[src/rtl/audio_output_sampler.sv]
// Purpose: resample the stereo mix onto a fractional-rate strobe and apply a soft-mute gain ramp (AUDIO_OUT_SOFT_MUTE_EN; hard mute otherwise).
// Latency: strobe cycle N captures the inputs, N+1 multiplies, and outputs plus sample_valid appear in N+2.
// Backpressure: none; the output is a free-running sample stream and holds between sample_valid pulses.
module audio_output_sampler #(
    parameter int CLK_HZ    = 30000000,
    parameter int SAMPLE_HZ = 44100
) (
    input  logic        clk,
    input  logic        reset,
    input  logic [15:0] audio_left_in,
    input  logic [15:0] audio_right_in,
    input  logic        mute,
    output logic        sample_valid,
    output logic [15:0] audio_left_out,
    output logic [15:0] audio_right_out,
    output logic        muted
);

    localparam logic [31:0] ACC_INC = 32'(SAMPLE_HZ);
    localparam logic [31:0] ACC_MOD = 32'(CLK_HZ);

    localparam logic [1:0] ST_MUTED     = 2'd0;
    localparam logic [1:0] ST_UNMUTED   = 2'd2;
`ifdef AUDIO_OUT_SOFT_MUTE_EN
    localparam logic [1:0] ST_RAMP_UP   = 2'd1;
    localparam logic [1:0] ST_RAMP_DOWN = 2'd3;
`endif

    logic [31:0]        acc;
    logic [31:0]        acc_sum;
    logic               strobe;
    logic [1:0]         state;
    logic [1:0]         state_nxt;
    logic [8:0]         gain;
    logic [8:0]         gain_nxt;
    logic [8:0]         prod_gain;
    logic signed [15:0] in_l;
    logic signed [15:0] in_r;
    logic               stage_vld;
    logic signed [25:0] prod_l;
    logic signed [25:0] prod_r;

    // acc < CLK_HZ < 2^31 and SAMPLE_HZ <= CLK_HZ/4, so the sum never wraps 32 bits.
    assign acc_sum = acc + ACC_INC;
    assign strobe  = (acc_sum >= ACC_MOD);

    always_comb begin
        state_nxt = state;
        gain_nxt  = gain;
`ifdef AUDIO_OUT_SOFT_MUTE_EN
        // A reversal that lands on an end point settles directly into the terminal state.
        case (state)
            ST_MUTED: begin
                if (!mute) begin
                    state_nxt = ST_RAMP_UP;
                    gain_nxt  = 9'd1;
                end
            end
            ST_RAMP_UP: begin
                if (mute) begin
                    gain_nxt  = gain - 9'd1;
                    state_nxt = (gain == 9'd1) ? ST_MUTED : ST_RAMP_DOWN;
                end else begin
                    gain_nxt  = gain + 9'd1;
                    state_nxt = (gain == 9'd255) ? ST_UNMUTED : ST_RAMP_UP;
                end
            end
            ST_UNMUTED: begin
                if (mute) begin
                    state_nxt = ST_RAMP_DOWN;
                    gain_nxt  = 9'd255;
                end
            end
            ST_RAMP_DOWN: begin
                if (!mute) begin
                    gain_nxt  = gain + 9'd1;
                    state_nxt = (gain == 9'd255) ? ST_UNMUTED : ST_RAMP_UP;
                end else begin
                    gain_nxt  = gain - 9'd1;
                    state_nxt = (gain == 9'd1) ? ST_MUTED : ST_RAMP_DOWN;
                end
            end
            default: begin
                state_nxt = ST_MUTED;
                gain_nxt  = 9'd0;
            end
        endcase
`else
        if (mute) begin
            state_nxt = ST_MUTED;
            gain_nxt  = 9'd0;
        end else begin
            state_nxt = ST_UNMUTED;
            gain_nxt  = 9'd256;
        end
`endif
    end

    // Zero-extended gain keeps 256 positive, so unity passes -32768 through exactly.
    assign prod_l = $signed({1'b0, prod_gain}) * in_l;
    assign prod_r = $signed({1'b0, prod_gain}) * in_r;

    always_ff @(posedge clk) begin
        if (reset) begin
            acc             <= '0;
            state           <= ST_MUTED;
            gain            <= '0;
            prod_gain       <= '0;
            in_l            <= '0;
            in_r            <= '0;
            stage_vld       <= 1'b0;
            sample_valid    <= 1'b0;
            audio_left_out  <= '0;
            audio_right_out <= '0;
        end else begin
            acc          <= strobe ? (acc_sum - ACC_MOD) : acc_sum;
            stage_vld    <= strobe;
            sample_valid <= stage_vld;
            if (strobe) begin
                in_l      <= audio_left_in;
                in_r      <= audio_right_in;
                prod_gain <= gain;
                gain      <= gain_nxt;
                state     <= state_nxt;
            end
            if (stage_vld) begin
                audio_left_out  <= 16'(prod_l >>> 8);
                audio_right_out <= 16'(prod_r >>> 8);
            end
        end
    end

    assign muted = (state == ST_MUTED);

endmodule

[config.mk]
export PLATFORM = sky130hd
export DESIGN_NAME = audio_output_sampler
export DESIGN_NICKNAME = d
export VERILOG_FILES = /design/src/rtl/audio_output_sampler.sv
export SDC_FILE = /design/constraint.sdc
export NUM_CORES = 1
export LEC_CHECK = 0
export ABC_AREA = 1
export BUFFER_PORTS_ARGS = -buffer_cell sky130_fd_sc_hd__buf_2
export CORE_ASPECT_RATIO = 0.6
export CORE_UTILIZATION = 63
export DETAILED_ROUTE_END_ITERATION = 8
export PLACE_DENSITY = 0.91
export SYNTH_ARGS = -nofsm -noshare
export SYNTH_HDL_FRONTEND = slang
export SYNTH_SLANG_ARGS = --single-unit
export TNS_END_PERCENT = 50
[constraint.sdc]
create_clock -name clk -period 7 [get_ports clk]
set_input_delay 0.7 -clock clk [delete_from_list [all_inputs] [get_ports clk]]
set_output_delay 0.7 -clock clk [all_outputs]
set_load 0.005 [all_outputs]
---- Word level (Yosys, flattened, before mapping) ----
Cells that the tools add are included.
storage, ports and cells
  word-level logic and storage cells ...... 19
  output and inout bits ................... 34
  register bits ........................... 118
cells by class
  order comparisons ....................... 1
  $add $sub $neg .......................... 2
  reduce and logical (&&, ||, !) cells .... 1
  $mul .................................... 2
  muxes and demuxes ....................... 3
operator list
  kind                                                                     number
  10-bit by 16-bit multiplier with 24-bit output                           2
  32-bit by 16-bit adder with 32-bit output, second input constant         1
  32-bit by 25-bit >= comparator with 1-bit output, second input constant  1
  32-bit two-way mux                                                       1
  32-bit by 25-bit subtractor with 32-bit output, second input constant    1
  9-bit two-way mux                                                        1
  2-bit logical NOT                                                        1
  2-bit two-way mux                                                        1

---- Longest topological paths before layout ----
Gate-level depths: netlist of run 1.
  depth after elaboration ................. 3
  mapped depth ............................ 19
  depth with buffers taken out ............ 19

---- Worst setup path after synthesis of run 1 ----
OpenSTA, ideal clock, no wires.
  kind .................................... register to register
  start ................................... register acc[4]
  end ..................................... register acc[25]
  data arrival time ....................... 2.133 ns
  path buffers ............................ 0
  setup slack ............................. 4.753 ns
  cell stages (with the launch flop) ...... 16
  path through ............................ dfxtp_1 nand3_2 o21ai_1 xor2_1 ha_1 inv_1 nor2_1 nor2_1 nor2_1 nand3_1 nand2_1 nand2_1 nand2_1 nand2_1 nand2_1 nor2_1
between the ends
  longest elaborated chain between the ends .. 3
  elaborated cells between the ends (all ways) .. 4
  classes of those cells .................. add/sub (2); order compare (1); mux (1)
ends and longest elaborated chain
  what                                                                                                                       RTL line  source
  start, declared                                                                                                            29        logic [31:0] acc;
  start signal, assigned                                                                                                     116       acc <= strobe ? (acc_sum - ACC_MOD) : acc_sum;
  32-bit by 16-bit adder with 32-bit output (*)                                                                              44        assign acc_sum = acc + ACC_INC;
  32-bit by 25-bit subtractor with 32-bit output / 32-bit by 25-bit >= comparator with 1-bit output (equally long branches)  116, 45
  32-bit two-way mux (*)                                                                                                     116
Every way passes the cells marked *; elsewhere a longest branch is shown, timed or not.
A chain may end at the register's enable or synchronous reset.

---- Worst setup path in the final report of run 1 ----
  start ................................... register acc[14]
  end ..................................... register acc[28]
The elaborated chain is that of the path after synthesis.

==> flow_summary.toml, run 1 <==
[status]
status = "completed"

[cts]
cts-htree-levels = 3
clk_path_buf_depth = 2
postCtsSetupRepairBufs = 0
cts_buffers = 9
cts_hold_buffers = 0
cts.sinks = 98
cts_tree = "done"
clk_pin_slew_ns = 0.07
clock-root-buffer = "clkbuf_16"
cts_resized = 0
clock_latency_ns = 0.34

[synthesis]
synth_xor_area_share_pct = 2.62
syn_nets = 917
synth_compound_area_share_pct = 9.44
synth-seq-cells = 98
avgSynthCellArea_sq_um = 6.35
synthAdderAreaFrac_pct = 0.448
syn-instance-count = 880
synth_top_family_by_area = "simple AND/OR/NAND/NOR gates"
netlist_area_sq_mm = 0.00559
synth-warning-count = 0
synth_cell_type_count = 34
yosys.area_share.simple_pct = 43.1
ys_seq_area_share_pct = 35.1
synthMuxAreaShare_pct = 0

[global_routing]
grt_pass1_vias = 4622
met2_usage_pct = 43.0
grt_usage_pct = 31.6
grt_use_met3_pct = 9.17
overflow = 0
grt_start_max_net_pins = 89
grt_antenna_before_repair = 0
grt_most_used_layer = "met1"
grt_pass1_wl_mm = 22.5
grt_use_met1_pct = 48.4

[timing]
fin_crit_ns = 3.63
rsz0062_at_grt = "no"
slew_viol_final = 0
skew_ns = 0.00558
worstMarginPinSlew_ns = 1.25
setup_viol = 0
period_share_pct = 51.9
slew_headroom_pct = 16.6
tns_ns = 0
hold_violations = 0
timing.fmax_mhz = 275

[routing]
drc = 0
first_pass_iters = 5
viasPerCell = 5.61
num_vias = 5845
postRouteAntennaNets = 0
wl_mm = 14.8
first_iter_violations = 669
wl_per_cell_um = 14.2

[floorplan]
core_sq_mm = 0.00856
die_x_um = 124
rows = 26
io_pins = 69
die_y_um = 75.0
die-area_sq_mm = 0.00927
start_util_pct = 65.3

[setup_path]
crit_end = "acc[28]$_SDFF_PP0_"
worst_path_largest_cell_delay_ns = 0.54
critPathBufInv = 3
crit_required_ns = 7.27
cpMaxStageDelayCell = "nand2_8"
cpMostUsedCell = "nand2_1"
end_kind = "register"
reg2reg_from = "acc[14]$_SDFF_PP0_"
worstSetupStartpointType = "register"
cp_num_cells = 16
reg2reg_slack_ns = 3.37
r2r_cells = 16
critical_path.cell_chain = "inv_1 -> nor2_2 -> nand2_1 -> nor2_1 -> nand2_1 -> nand2_1 -> nand2_1 -> nand2_1 -> inv_1 -> nor2_1 -> nand2_1 -> inv_1 -> nand3_4 -> nand2_8 -> nand2_1 -> a21oi_1"
cp-startpoint = "acc[14]$_SDFF_PP0_"
critPathKind = "register to register"
arrival_ns = 3.90
r2r_end = "acc[28]$_SDFF_PP0_"
critPathMaxFanout = 53
critPathTopFamily = "simple AND/OR/NAND/NOR gates"

[cells_and_area]
finalNetCount = 961
design_area_sq_mm = 0.00619
final_core_util_pct = 72.4
fillCellCount = 728
drive_above_1_share_pct = 13.7
area_delta_synth_final_pct = 10.7
diodes = 0

[worst_hold_path]
hold_class = "register to register"

[power_and_ir_drop]
p_per_area_mw_per_mm2 = 420
max-vdd-ir-drop_uv = 281
fin_total_pwr_mw = 2.60
power.leakage_nw = 2.83

[place]
placed_area_sq_mm = 0.00586
gp_congestion = 0.982
port_buffers = 68
dp_hpwl_mm = 10.5

[job]
cap_violations = 0
==> metrics by stage <==
stage / hold slack (ns) / setup WS [ns] / cells
after CTS: 0.464 / 3.55 / 1041
after global routing: 0.479 / 3.16 / 1041
after global placement: 0.443 / 3.61 / 1025
final: 0.461 / 3.37 / 1041
after floorplan: 0.429 / 4.75 / 880
after detailed placement: 0.453 / 3.56 / 1025
==> registers in the layout, indices dropped and copies added, names as in the netlist, 16 cells and up <==
name             count
acc                 30
audio_right_out     16
in_r                16
in_l                16
audio_left_out      16
==> final cells by class <==
| type | instances | area, sq um | area share, % |
|---|---|---|---|
| multi-input combinational | 668 | 3110 | 50.2 |
| sequential | 98 | 1960 | 31.7 |
| timing repair buffer | 70 | 355 | 5.74 |
| inverter | 77 | 289 | 4.67 |
| clock buffer | 10 | 239 | 3.86 |
| tap | 112 | 140 | 2.26 |
| clock inverter | 6 | 96.3 | 1.56 |
==> kinds of logic after synthesis <==
kind of cell / count (synthesis)
buffers and inverters: 114
AOI/OAI and AO/OA: 101
DFF: 98
adders and majority gates: 2
xor gates and xnor gates: 15
and+or+nand+nor: 550
==> layer usage <==
| metal | up-vias | routed length, um |
|---|---|---|
| li1 | 2915 | - |
| met1 | 2617 | 7020 |
| met5 | - | 0 |
| met3 | 20 | 1600 |
| met2 | 293 | 6000 |
| met4 | 0 | 159 |
==> worst min-delay path, stage by stage, from the launching register on <==
cell	delay, ns
dfxtp_1	0.31
nand2_1	0.06
a21oi_1	0.05
==> worst min-delay path by stage <==
stage | slack (ns) | start | to | cells past startpoint
6_report | 0.46 | audio_left_out[9]$_SDFFE_PP0P_ | audio_left_out[9]$_SDFFE_PP0P_ | 2
3_5_place_dp | 0.45 | audio_left_out[7]$_SDFFE_PP0P_ | audio_left_out[7]$_SDFFE_PP0P_ | 2
3_3_place_gp | 0.44 | acc[2]$_SDFF_PP0_ | acc[2]$_SDFF_PP0_ | 1
4_1_cts | 0.46 | audio_left_out[7]$_SDFFE_PP0P_ | audio_left_out[7]$_SDFFE_PP0P_ | 2
2_1_floorplan | 0.43 | acc[2]$_SDFF_PP0_ | acc[2]$_SDFF_PP0_ | 1
5_1_grt | 0.48 | audio_right_out[2]$_SDFFE_PP0P_ | audio_right_out[2]$_SDFFE_PP0P_ | 2
==> cell usage in the layout (no fill, tap or decap), types with 5 or more instances in the layout <==
master | Yosys | layout
inv_2 | 5 | 5
clkbuf_16 | 0 | 9
nor2_2 | 11 | 11
o21ai_0 | 6 | 6
nor2_1 | 81 | 81
nand2_1 | 285 | 285
nand3_1 | 131 | 131
buf_2 | 4 | 68
inv_1 | 71 | 71
dfxtp_1 | 98 | 98
nor3_1 | 10 | 10
a21oi_2 | 6 | 6
nand2_2 | 10 | 10
nand4_1 | 10 | 10
a21oi_1 | 87 | 87
xor2_1 | 12 | 12
==> power by group <==
group	internal (mW)	switching (mW)	total, mW	leakage [nW]
Sequential	0.690	0.140	0.830	0.805
Clock	0.327	0.220	0.547	0.161
Combinational	0.371	0.851	1.22	1.87
==> cell usage after synthesis (all sizes together) <==
master / n / area (sq um)
nand2: 296 / 1150
nand3: 134 / 693
dfxtp: 98 / 1960
nor2: 95 / 415
a21oi: 93 / 488
inv: 76 / 285
buf: 19 / 144
clkbuf: 16 / 67.6
xor2: 14 / 138
nand4: 10 / 62.6
nor3: 10 / 50.1
o21ai: 8 / 40.0
nand3b: 4 / 30.0
ha: 2 / 25.0
and2: 1 / 6.26
clkinv: 1 / 3.75
dlygate4sd1: 1 / 8.76
dlygate4sd3: 1 / 10.0
xnor2: 1 / 8.76
(Power assumes the default switching activity.)
==> inputs of run 2 (changes only) <==
--- a/config.mk
+++ b/config.mk
@@ -8,9 +8,9 @@
 export ABC_AREA = 1
 export BUFFER_PORTS_ARGS = -buffer_cell sky130_fd_sc_hd__buf_2
 export CORE_ASPECT_RATIO = 0.6
-export CORE_UTILIZATION = 63
+export CORE_UTILIZATION = 59
 export DETAILED_ROUTE_END_ITERATION = 8
-export PLACE_DENSITY = 0.91
+export PLACE_DENSITY = 0.86
 export SYNTH_ARGS = -nofsm -noshare
 export SYNTH_HDL_FRONTEND = slang
 export SYNTH_SLANG_ARGS = --single-unit
==> constraint.sdc (replaced) <==
create_clock -name clk -period 3.7 [get_ports clk]
set_input_delay 0.37 -clock clk [delete_from_list [all_inputs] [get_ports clk]]
set_output_delay 0.37 -clock clk [all_outputs]
set_load 0.005 [all_outputs]
==> flow_summary.toml, run 2 (synthesis gave the netlist of run 1 again) <==
[cts]
cts-htree-levels = 3
clk_path_buf_depth = 2
clock-root-buffer = "clkbuf_16"
cts_tree = "done"
cts_buffers = 9
cts.sinks = 98
cts_resized = 0
cts_hold_buffers = 0
clk_pin_slew_ns = 0.07
clock_latency_ns = 0.35
postCtsSetupRepairBufs = 0

[routing]
num_vias = 5836
drc = 0
postRouteAntennaNets = 0
first_iter_violations = 671
wl_mm = 15.0
wl_per_cell_um = 14.1
first_pass_iters = 6
viasPerCell = 5.50

[floorplan]
die_x_um = 128
die_y_um = 77.4
rows = 27
io_pins = 69
core_sq_mm = 0.00919
die-area_sq_mm = 0.00988
start_util_pct = 60.8

[setup_path]
reg2reg_slack_ns = 0.55
cpMaxStageDelayCell = "dfxtp_1"
cpMostUsedCell = "nand3_1"
critPathKind = "register to register"
worst_path_largest_cell_delay_ns = 0.47
r2r_end = "in_l[6]$_SDFFE_PP0P_"
critPathTopFamily = "simple AND/OR/NAND/NOR gates"
end_kind = "register"
critPathBufInv = 3
crit_required_ns = 3.98
reg2reg_from = "acc[20]$_SDFF_PP0_"
critPathMaxFanout = 42
worstSetupStartpointType = "register"
r2r_cells = 15
critical_path.cell_chain = "nand2_2 -> nor2_4 -> inv_2 -> nor2_1 -> nand3_1 -> nand3_1 -> nand2_1 -> inv_2 -> nand2_1 -> nor2_2 -> nand2_2 -> nor2_8 -> buf_4 -> nand3_1 -> a21oi_2"
arrival_ns = 3.43

[timing]
fin_crit_ns = 3.15
worstMarginPinSlew_ns = 1.25
slew_viol_final = 0
setup_viol = 0
slew_headroom_pct = 16.4
skew_ns = 0.0100
tns_ns = 0
period_share_pct = 85.1
rsz0062_at_grt = "no"
timing.fmax_mhz = 318
hold_violations = 0

[cells_and_area]
finalNetCount = 964
largest_reg_flops = 30
design_area_sq_mm = 0.00620
diodes = 0
drive_above_1_share_pct = 13.9
final_common_cell = "nand2_1"
regMostFlops = "acc"
area_delta_synth_final_pct = 10.9
fillCellCount = 812
mostFrequentLayoutCells = "nand2_1, nand3_1, dfxtp_1, a21oi_1, nor2_1"

[power_and_ir_drop]
max-vdd-ir-drop_uv = 503
p_per_area_mw_per_mm2 = 776
power.leakage_nw = 2.83

[place]
dp_hpwl_mm = 10.6
placed_area_sq_mm = 0.00590
gp_congestion = 0.975
port_buffers = 68

[global_routing]
grt_pass1_wl_mm = 23.8
grt_usage_pct = 30.7
overflow = 0
grt_start_max_net_pins = 54
grt_antenna_before_repair = 0
grt_pass1_vias = 4869

[status]
status = "completed"

[worst_hold_path]
min_path_cells = 3
hp-start = "audio_right_in[14]"
hold-path-endpoint = "in_r[14]$_SDFFE_PP0P_"
hold_class = "input port to register"

[job]
cap_violations = 0
[run 2: final cells by class]
class	count	area (sq um)	area share (%)
Clock inverter	7	72.6	1.17
Inverter	77	289	4.66
Tap cell	130	163	2.62
Multi-Input combinational cell	668	3110	50.2
Timing Repair Buffer	73	378	6.10
Sequential cell	98	1960	31.7
Clock buffer	9	225	3.63
[run 2: worst max-delay path by stage]
stage | slack, ns | depth (start not counted) | endpoint | start
after floorplan | 1.45 | 15 | acc[25]$_SDFF_PP0_ | acc[4]$_SDFF_PP0_
after global placement | 0.67 | 16 | acc[26]$_SDFF_PP0_ | acc[2]$_SDFF_PP0_
after detailed placement | 0.69 | 16 | acc[26]$_SDFF_PP0_ | acc[2]$_SDFF_PP0_
after CTS | 0.62 | 16 | acc[26]$_SDFF_PP0_ | acc[2]$_SDFF_PP0_
after global routing | 0.32 | 15 | acc[26]$_SDFF_PP0_ | acc[2]$_SDFF_PP0_
final | 0.55 | 15 | in_l[6]$_SDFFE_PP0P_ | acc[20]$_SDFF_PP0_
[run 2: power breakdown]
part	total, mW	switching (mW)	internal [mW]
Combinational	2.32	1.61	0.710
Clock	0.924	0.449	0.475
Sequential	1.57	0.263	1.30
[run 2: worst min-delay path, stage by stage]
cell and delay [ns]:
buf_2 0.09, nand2_1 0.05, a21oi_1 0.05
[run 2: per-layer routing]
layer / vias up / track usage, % / share of wire (%)
met2: 289 / 41.0 / 40
li1: 2921 / - / -
met5: - / 0 / 0
met1: 2603 / 46.2 / 46
met4: 0 / 8.47 / 1.3
met3: 23 / 10.0 / 13
[run 2: through the flow]
step | setup slack (ns) | power (mW) | utilization [%] | std cells | hold slack, ns
detailed placement | 0.694 | 3.82 | 64.2 | 1046 | 0.447
floorplan | 1.45 | 3.44 | - | 880 | 0.429
global placement | 0.671 | 3.79 | 64.2 | 1046 | 0.447
global route | 0.321 | 5.16 | 67.5 | 1062 | 0.275
finish | 0.552 | 4.81 | 67.5 | 1062 | 0.258
CTS | 0.624 | 4.75 | 67.5 | 1062 | 0.259
==> inputs of run 3 (changes only) <==
--- a/config.mk
+++ b/config.mk
@@ -8,9 +8,9 @@
 export ABC_AREA = 1
 export BUFFER_PORTS_ARGS = -buffer_cell sky130_fd_sc_hd__buf_2
 export CORE_ASPECT_RATIO = 0.6
-export CORE_UTILIZATION = 59
+export CORE_UTILIZATION = 57
 export DETAILED_ROUTE_END_ITERATION = 8
-export PLACE_DENSITY = 0.86
+export PLACE_DENSITY = 0.84
 export SYNTH_ARGS = -nofsm -noshare
 export SYNTH_HDL_FRONTEND = slang
 export SYNTH_SLANG_ARGS = --single-unit
==> flow_summary.toml, run 3 (synthesis gave the netlist of run 1 again) <==
[status]
status = "completed"

[place]
dp_hpwl_mm = 11.1
port_buffers = 68
gp_congestion = 0.981
placed_cells = 1046
placed_area_sq_mm = 0.00590
pre_cts_ws_ns = 0.706

[global_routing]
grt_usage_pct = 30.6
overflow = 0
grt_pass1_wl_mm = 24.3
grt_start_max_net_pins = 54
grt_antenna_before_repair = 0
grt_pass1_vias = 4872

[cells_and_area]
design_area_sq_mm = 0.00619
regMostFlops = "acc"
mostFrequentLayoutCells = "nand2_1, nand3_1, dfxtp_1, a21oi_1, nor2_1"
diodes = 0
fillCellCount = 897
area_delta_synth_final_pct = 10.7
final_common_cell = "nand2_1"
drive_above_1_share_pct = 13.9
finalNetCount = 964
final_core_util_pct = 66.1
final_cells = 1062
largest_reg_flops = 30

[routing]
dr_wl_met2_mm = 5.84
postRouteAntennaNets = 0
met1_length_mm = 7.59
first_iter_violations = 636
viasPerCell = 5.40
num_vias = 5734
routed.top_layer = "met4"
drc = 0
first_pass_iters = 6
wl_mm = 15.1
wl_per_cell_um = 14.2
met3_length_mm = 1.52

[power_and_ir_drop]
p_switching_mw = 2.29
power_frac_comb_pct = 48.2
clock_power_share_pct = 18.9
intPower_mw = 2.48
max-vdd-ir-drop_uv = 367
switching_share_pct = 48.0
power.leakage_nw = 2.82
p_per_area_mw_per_mm2 = 772
fin_total_pwr_mw = 4.78
sequentialPowerShare_pct = 32.9

[floorplan]
die_y_um = 78.7
start_util_pct = 59.7
die_x_um = 130
die-area_sq_mm = 0.0102
io_pins = 69
core_sq_mm = 0.00936
rows = 27

[cts]
cts_tree = "done"
clk_path_buf_depth = 2
cts_hold_buffers = 0
postCtsSetupRepairBufs = 0
cts-htree-levels = 3
cts.sinks = 98
clock_latency_ns = 0.35
clk_pin_slew_ns = 0.07
cts_resized = 0
clock-root-buffer = "clkbuf_16"
cts_buffers = 9

[timing]
fin_crit_ns = 3.11
timing.fmax_mhz = 322
worstMarginPinSlew_ns = 1.25
slew_headroom_pct = 16.6
setup_viol = 0
setup_slack_ns = 0.593
skew_ns = 0.0104
rsz0062_at_grt = "no"
slew_viol_final = 0
hold_violations = 0
whs_ns = 0.267
period_share_pct = 84.0
tns_ns = 0

[setup_path]
critPathKind = "register to register"
crit_required_ns = 3.97
worstSetupStartpointType = "register"
arrival_ns = 3.38
critPathMaxFanout = 32
end_kind = "register"

[job]
cap_violations = 0

[worst_hold_path]
hold_class = "input port to register"
## run 3: changes by cell type in the layout (fill, tap and decap cells not counted)
cell        before  now
clkinv_8         2    0
clkinvlp_4       0    2
inv_6            3    1
inv_8            0    2
## run 3: path summary, 6_finish.rpt
kind,startpoint,to,slack (ns),cells after the start
max,acc[16]$_SDFF_PP0_,in_l[3]$_SDFFE_PP0P_,0.59,15
min reg2reg,in_l[12]$_SDFFE_PP0P_,audio_left_out[12]$_SDFFE_PP0P_,0.46,2
min,audio_right_in[12],in_r[12]$_SDFFE_PP0P_,0.27,3
max reg2reg,acc[16]$_SDFF_PP0_,in_l[3]$_SDFFE_PP0P_,0.59,15
## run 3: critical path: stages, from the launching register on
cell	delay [ns]
dfxtp_1	0.39
nand2_1	0.15
nor2_1	0.33
nand2_1	0.13
o21ai_1	0.15
nand2_1	0.10
nand3_1	0.08
nand2_1	0.08
inv_1	0.12
nand2_1	0.12
nor2_2	0.17
nand2_2	0.13
nor2_8	0.32
buf_4	0.41
nand3_1	0.16
a21oi_2	0.16
## run 3: layout make-up
class                      count  area (sq um)  share of cell area, %
clock buffer                   9           225                   3.64
clock inverter                 7          60.1                  0.971
inverter                      77           289                   4.67
multi-input combinational    668          3110                   50.3
sequential                    98          1960                   31.7
tap                          130           163                   2.63
timing repair buffer          73           378                   6.11
## run 3: routing by layer
layer | vias to the layer above | global-route usage [%]
li1 | 2916 | -
met1 | 2587 | 47.9
met2 | 220 | 39.9
met3 | 11 | 9.23
met4 | 0 | 6.16
met5 | - | 0
## run 3: power by group through the flow
stage	Sequential [mW]	Clock (mW)	Combinational (mW)
after floorplan	1.48	0	1.96
after global placement	1.59	0	2.22
after detailed placement	1.58	0	2.25
after CTS	1.56	0.915	2.27
after global routing	1.61	0.960	2.59
final	1.57	0.902	2.30
